**src/rtl/common.sv**
```systemverilog
// ---------------------------------------------------------------------------
// common -- shared constants and types for the integer pipeline.
//   XLEN        : datapath width
//   REG_ADDR_W  : architectural register address width
//   NUM_REGS    : number of architectural registers (x0..x31)
//   word_t      : one XLEN-bit data word
//   reg_addr_t  : one register address
// ---------------------------------------------------------------------------
package common;

  localparam int XLEN       = 32;
  localparam int REG_ADDR_W = 5;
  localparam int NUM_REGS   = 32;

  typedef logic [XLEN-1:0]       word_t;
  typedef logic [REG_ADDR_W-1:0] reg_addr_t;

endpackage

```
**src/rtl/reg_scoreboard.sv**
```systemverilog
// ---------------------------------------------------------------------------
// reg_scoreboard -- per-register pending-write counters and issue interlock.
//   clk, rst        : clock, asynchronous active-low reset
//   w_enable/w_addr : writeback retiring a write (decrements the counter)
//   rs1/rs2_addr    : source operands of the instruction at decode
//   issue_valid     : decode presents an instruction
//   issue_reg_write : that instruction writes issue_rd
//   issue_rd        : its destination (increments the counter when accepted)
//   kill_valid/rd   : flushed in-flight writer (decrements the counter)
//   stall           : issue blocked this cycle
//   issue_ok        : issue accepted this cycle
// ---------------------------------------------------------------------------
module reg_scoreboard
  import common::*;
#(
  parameter int BYPASS = 1,
  parameter int CNT_W  = 2
) (
  input  logic      clk,
  input  logic      rst,
  input  logic      w_enable,
  input  reg_addr_t w_addr,
  input  reg_addr_t rs1_addr,
  input  reg_addr_t rs2_addr,
  input  logic      issue_valid,
  input  logic      issue_reg_write,
  input  reg_addr_t issue_rd,
  input  logic      kill_valid,
  input  reg_addr_t kill_rd,
  output logic      stall,
  output logic      issue_ok
);

  typedef logic [CNT_W-1:0] cnt_t;

  localparam cnt_t CNT_MAX = {CNT_W{1'b1}};
  localparam cnt_t CNT_ONE = cnt_t'(1);

  cnt_t cnt      [NUM_REGS];
  cnt_t cnt_next [NUM_REGS];

  logic rs1_busy;
  logic rs2_busy;
  logic rd_full;

  logic             inc;
  logic             dec_w;
  logic             dec_k;
  logic [CNT_W:0]   sum;
  logic [CNT_W:0]   dec;

  // A source is not busy when its only outstanding writer retires this very
  // cycle and the register file forwards that write data.
  function automatic logic is_busy(input reg_addr_t a, input cnt_t c,
                                   input logic wen, input reg_addr_t wa);
    logic busy;
    busy = 1'b1;
    if (a == '0 || c == '0)
      busy = 1'b0;
    else if (BYPASS != 0 && c == CNT_ONE && wen && wa == a)
      busy = 1'b0;
    return busy;
  endfunction

  // Counters are held at zero in reset, so stall drops and issue_ok follows
  // issue_valid without any explicit reset gating here.
  always_comb begin
    rs1_busy = is_busy(rs1_addr, cnt[rs1_addr], w_enable, w_addr);
    rs2_busy = is_busy(rs2_addr, cnt[rs2_addr], w_enable, w_addr);
    rd_full  = issue_reg_write && (issue_rd != '0) && (cnt[issue_rd] == CNT_MAX);
    stall    = issue_valid && (rs1_busy || rs2_busy || rd_full);
    issue_ok = issue_valid && !stall;
  end

  // Net delta = +issue -writeback -kill. Over-decrement clamps at zero;
  // overflow is impossible because a full counter stalls the issue.
  always_comb begin
    inc   = 1'b0;
    dec_w = 1'b0;
    dec_k = 1'b0;
    sum   = '0;
    dec   = '0;
    cnt_next[0] = '0;
    for (int r = 1; r < NUM_REGS; r++) begin
      inc   = issue_ok && issue_reg_write && (issue_rd == REG_ADDR_W'(r));
      dec_w = w_enable && (w_addr == REG_ADDR_W'(r));
      dec_k = kill_valid && (kill_rd == REG_ADDR_W'(r));
      sum   = {1'b0, cnt[r]} + (CNT_W+1)'(inc);
      dec   = (CNT_W+1)'(dec_w) + (CNT_W+1)'(dec_k);
      if (sum < dec)
        cnt_next[r] = '0;
      else
        cnt_next[r] = cnt_t'(sum - dec);
    end
  end

  always_ff @(posedge clk or negedge rst) begin
    if (!rst) begin
      for (int r = 0; r < NUM_REGS; r++)
        cnt[r] <= '0;
    end else begin
      for (int r = 0; r < NUM_REGS; r++)
        cnt[r] <= cnt_next[r];
    end
  end

endmodule

```
**src/rtl/regfile_sb.sv**
```systemverilog
// ---------------------------------------------------------------------------
// regfile_sb -- 32 x 32-bit register file with write bypass and an issue
// scoreboard tracking in-flight writes per register.
//   clk, rst          : clock, asynchronous active-low reset
//   w_enable/w_addr/w_data : writeback port
//   rs1_addr/rs2_addr : read addresses; rs1_data/rs2_data combinational
//   issue_valid, issue_reg_write, issue_rd : instruction at decode
//   kill_valid, kill_rd : flushed writer that will never write back
//   stall, issue_ok   : issue interlock outputs
// ---------------------------------------------------------------------------
module regfile_sb
  import common::*;
#(
  parameter int BYPASS = 1,
  parameter int CNT_W  = 2
) (
  input  logic                  clk,
  input  logic                  rst,
  input  logic                  w_enable,
  input  logic [REG_ADDR_W-1:0] w_addr,
  input  logic [XLEN-1:0]       w_data,
  input  logic [REG_ADDR_W-1:0] rs1_addr,
  input  logic [REG_ADDR_W-1:0] rs2_addr,
  output logic [XLEN-1:0]       rs1_data,
  output logic [XLEN-1:0]       rs2_data,
  input  logic                  issue_valid,
  input  logic                  issue_reg_write,
  input  logic [REG_ADDR_W-1:0] issue_rd,
  input  logic                  kill_valid,
  input  logic [REG_ADDR_W-1:0] kill_rd,
  output logic                  stall,
  output logic                  issue_ok
);

  word_t regs [NUM_REGS];
  logic  wr_live;

  // x0 is cleared by reset and never written, so it stays zero in storage.
  always_ff @(posedge clk or negedge rst) begin
    if (!rst) begin
      for (int r = 0; r < NUM_REGS; r++)
        regs[r] <= '0;
    end else if (w_enable && w_addr != '0) begin
      regs[w_addr] <= w_data;
    end
  end

  // Forwarding is suppressed in reset so reads return zero there even if the
  // writeback port is toggling.
  always_comb begin
    wr_live = rst && w_enable && (w_addr != '0);

    if (rs1_addr == '0)
      rs1_data = '0;
    else if (BYPASS != 0 && wr_live && w_addr == rs1_addr)
      rs1_data = w_data;
    else
      rs1_data = regs[rs1_addr];

    if (rs2_addr == '0)
      rs2_data = '0;
    else if (BYPASS != 0 && wr_live && w_addr == rs2_addr)
      rs2_data = w_data;
    else
      rs2_data = regs[rs2_addr];
  end

  reg_scoreboard #(
    .BYPASS (BYPASS),
    .CNT_W  (CNT_W)
  ) u_sb (
    .clk             (clk),
    .rst             (rst),
    .w_enable        (w_enable),
    .w_addr          (w_addr),
    .rs1_addr        (rs1_addr),
    .rs2_addr        (rs2_addr),
    .issue_valid     (issue_valid),
    .issue_reg_write (issue_reg_write),
    .issue_rd        (issue_rd),
    .kill_valid      (kill_valid),
    .kill_rd         (kill_rd),
    .stall           (stall),
    .issue_ok        (issue_ok)
  );

endmodule

```
**config.mk**
```make
export PLATFORM = sky130hd
export DESIGN_NAME = regfile_sb
export DESIGN_NICKNAME = d
export VERILOG_FILES = /design/src/rtl/common.sv /design/src/rtl/reg_scoreboard.sv /design/src/rtl/regfile_sb.sv
export SDC_FILE = /design/constraint.sdc
export NUM_CORES = 2
export LEC_CHECK = 0
export CAP_MARGIN = 25
export CORE_UTILIZATION = 50
export DETAILED_ROUTE_END_ITERATION = 8
export GPL_ROUTABILITY_DRIVEN = 1
export PLACE_DENSITY = 0.66
export SLEW_MARGIN = 20
export SYNTH_ARGS = -nofsm -noshare
export SYNTH_HDL_FRONTEND = slang
export SYNTH_HIERARCHICAL = 1
export SYNTH_SLANG_ARGS = --single-unit
```
**constraint.sdc**
```tcl
create_clock -name clk -period 4.5 [get_ports clk]
set_input_delay 0.45 -clock clk [delete_from_list [all_inputs] [get_ports clk]]
set_output_delay 0.45 -clock clk [all_outputs]
set_load 0.03 [all_outputs]
```
==> run summary <==
In this run the power spent charging and discharging nets is 0.00864 W. In the routed layout, each cell is associated on average with a via count of 6.82. The area of the placeable core came out at 124000 sq um. By area the synthesized netlist is led by sky130_fd_sc_hd__dfrtp_1, sky130_fd_sc_hd__mux2_2, sky130_fd_sc_hd__mux4_2, sky130_fd_sc_hd__mux2i_1, sky130_fd_sc_hd__ha_1.

The sink count of the clock tree is 1086. The overall power consumption came out at 0.0301 W. The first-pass iteration count of the detailed router came out at 7.

The setup clock skew after layout came out at 36.2 ps. The level count of the clock H-tree came out at 3. The worst setup path is captured at an output pin. The count of max-cap constraint violations is 0.

Fill cells in the final layout number 10014. For this design the static power due to leakage is 31.2 nW. The combinational power share came out at 22.3%.

Leaving out fill and tap cells, the most frequent cell in the layout is sky130_fd_sc_hd__dfrtp_1. The starting density of the core came out at 50.5%. The total standard cell area after synthesis is 62700 sq um. The post-placement cell count is 6247. The sum of overflow across all layers after global routing came out at 0.

The number of nets with antenna violations after detailed routing came out at 0. The share of layout cells above drive strength 1 came out at 40.7%. The minimum setup slack in the final design came out at 116 ps.

The CTS buffer count came out at 118. The first global-routing pass estimated 306000 microns of wire. After legalization and detailed placement, the total HPWL measured 126000 microns. The area share of the leading cell type in the synthesized netlist is 43.4%. The maximum ir drop on the vdd rail came out at 302 uV. Global routing used 32.9% of the available tracks.

In the final routed layout, each cell accounts on average for 32.0 microns. The via count of the first global-routing pass came out at 44310. The number of buffer cells added on primary ports came out at 128. No sink is reached through more buffers than the 3 on the longest clock path.

The measured slew at the worst slew-check pin is 1100 ps. Setup repair after global routing left no endpoint under its margin. The path class of the tightest hold or removal check is in -> async. Entering global routing, the biggest net connects 156 pins. The non-filler instance count after layout came out at 6469. The insertion delay to the later sink of the worst-skew pair came out at 750 ps. The total I/O pin count is 129. The switching share of power came out at 28.7%.

In this run, distinct cell masters in the synthesized netlist total 74. The clock network fraction of total power is 34.0%. The vertical extent of the die came out at 356 microns.

The worst endpoint data arrival time came out at 3930 ps. The proportion of power drawn by flip-flops and latches is 43.7%. The setup slack at placement is 323 ps.

Power spread over the standard cell area amounts to 426 nW/um^2. The setup path with the least slack is of type in -> out. Summed over all instances, the cell type with the most area after synthesis is sky130_fd_sc_hd__dfrtp_1. The mean instance size in the synthesized netlist came out at 13.2 sq um. The post-synthesis async set-or-reset flop share came out at 100%.

The worst setup path is launched from an input pin. The initial antenna violation count is 13. The flow ran to the end, and the final reports show no timing, DRC or antenna violations.

The clock edge transition at the registers on the reported setup and hold paths is 70 ps. The final routed wirelength across all metal layers is 207000 microns. The worst slew margin relative to its limit came out at 26.3%.

The number of DRC violations after detailed routing is 0. After floorplanning, the core was divided into 129 placement rows. The end-of-flow core utilization came out at 57.1%. The most frequently used flop master after synthesis is sky130_fd_sc_hd__dfrtp_1. The cell count after synthesis came out at 4733. Setup violations remaining at the end of the flow were counted as 0. The full die area is 127000 sq um. Counting flops with a built-in enable in the synthesized netlist gives 0.

The routed layout has 44088 vias. The required time reported for the critical path endpoint came out at 4050 ps. The final critical-path required period is 4380 ps. The synthesized netlist net count is 4951. Of all nets on the critical path, the largest fanout is 18.

TritonCTS built the clock tree. The highest achievable clock rate came out at 228 MHz. After clock tree synthesis, the setup repair step added 0 buffers. The clock tree root buffer cell is sky130_fd_sc_hd__clkbuf_16. For this run, the register share of the synthesized area comes to 43.4%. The share of the clock period used by the worst path came out at 97.4%. The number of storage elements in the synthesis netlist is 1086. The final weighted congestion in routability-driven placement came out at 0.883. The total count of max-transition violations in the final report is 0. The layout net count is 4953. The detailed router finished its first iteration with 5091 violations.

The setup TNS is 0 ps. In the layout the commonest cells are sky130_fd_sc_hd__dfrtp_1, sky130_fd_sc_hd__mux2_2, sky130_fd_sc_hd__mux4_2. The post-cts sizing count is 0. The synthesis-to-finish area growth is 13.0%. The number of failing hold endpoints at the final stage came out at 0.

For this run, the number of Yosys warnings is 6. The internal power component came out at 0.0215 W. The horizontal die dimension is 356 microns.
==> synthesized netlist by cell type, drive strengths merged, types with 9 or more instances <==
| master | count |
|---|---|
| a22oi | 86 |
| xnor2 | 41 |
| nor3b | 28 |
| nand2 | 174 |
| dfrtp | 1086 |
| nor2 | 219 |
| a21oi | 74 |
| clkbuf | 269 |
| mux4 | 387 |
| mux2i | 330 |
| a32o | 32 |
| o22ai | 45 |
| nand4 | 9 |
| a2111oi | 9 |
| ha | 124 |
| nand2b | 12 |
| nor2b | 29 |
| inv | 71 |
| buf | 208 |
| mux2 | 1029 |
| o31ai | 9 |
| a221o | 20 |
| a22o | 15 |
| a211oi | 36 |
| a31oi | 13 |
| fa | 31 |
| a221oi | 37 |
| and2 | 36 |
| o21ai | 47 |
| o221ai | 32 |
| o211ai | 15 |
| nor3 | 53 |
| xor2 | 10 |
| nand3 | 44 |
| nor4 | 17 |
==> critical path, cell delays in order <==
cell	delay, ps
sky130_fd_sc_hd__buf_2	570
sky130_fd_sc_hd__inv_1	540
sky130_fd_sc_hd__nor2_1	940
sky130_fd_sc_hd__o2111ai_1	240
sky130_fd_sc_hd__a21oi_1	210
sky130_fd_sc_hd__buf_4	120
sky130_fd_sc_hd__nor3_1	40
sky130_fd_sc_hd__nor2_1	480
sky130_fd_sc_hd__buf_4	290
==> power by group through the flow <==
stage / sequential [W] / clock [W] / combinational (W)
detailed placement: 0.0132 / 0 / 0.00665
CTS: 0.0131 / 0.0103 / 0.00668
finish: 0.0132 / 0.0102 / 0.00671
global route: 0.0134 / 0.0107 / 0.00717
floorplan: 0.0127 / 0 / 0.00482
global placement: 0.0131 / 0 / 0.00651
==> worst paths after layout <==
| path | depth (start not counted) | to | startpoint | slack (ps) |
|---|---|---|---|---|
| hold / removal | 2 | u_sb/cnt[42] | rst | 200 |
| setup / recovery | 9 | rs2_data[4] | rs2_addr[3] | 120 |
| max in group asynchronous | 5 | regs[134] | rst | 1780 |
| min in group clk | 2 | regs[722] | w_data[18] | 370 |
| hold reg to reg | 0 | regs[1021] | regs[1021] | 390 |
| setup reg to reg | 11 | u_sb/cnt[1] | u_sb/cnt[45] | 930 |
==> through the flow <==
stage | cell area (sq um) | hold slack (ps)
floorplan | 62700 | 154
global placement | 66600 | 328
detailed placement | 66700 | 327
CTS | 70700 | 194
global route | 70800 | 225
finish | 70800 | 198
==> state kept, by name, summed over array words and instances (netlist names) <==
signal,cells
regs,1024
u_sb/cnt,62
==> cells by family after synthesis <==
family | Yosys count | synth area share, %
flip-flops | 1086 | 43.4
AO/OA/AOI/OAI | 500 | 5.89
AND/OR/NAND/NOR | 647 | 4.83
buffers and inverters | 548 | 4.02
multiplexers | 1746 | 37.7
adder cells (fa/ha/maj) | 155 | 3.47
XOR/XNOR | 51 | 0.713
==> area by class of cell <==
cell class / count / area, sq um / share of cell area (%)
multi-input cells: 3099 / 33200 / 46.9
flip-flops and latches: 1086 / 27200 / 38.4
repair buffers: 359 / 4030 / 5.70
clock buffers: 178 / 3540 / 5.00
well taps: 1637 / 2050 / 2.89
clock inverters: 35 / 507 / 0.716
inverters: 71 / 267 / 0.376
diodes: 4 / 10.0 / 0.0141
==> repair_timing <==
item,in CTS,in global routing
endpoints found under the hold margin,25,0
hold buffers,1,0
setup endpoints to repair,0,0
==> layer usage <==
layer / GRT usage (%) / vias to the layer above / part of all wire (%)
li1: - / 17839 / -
met1: 46.0 / 23365 / 41
met3: 6.12 / 545 / 8.6
met5: 0 / - / 0.027
met4: 14.3 / 8 / 4.6
met2: 50.3 / 2331 / 46
Power figures use the tool's default switching activity.
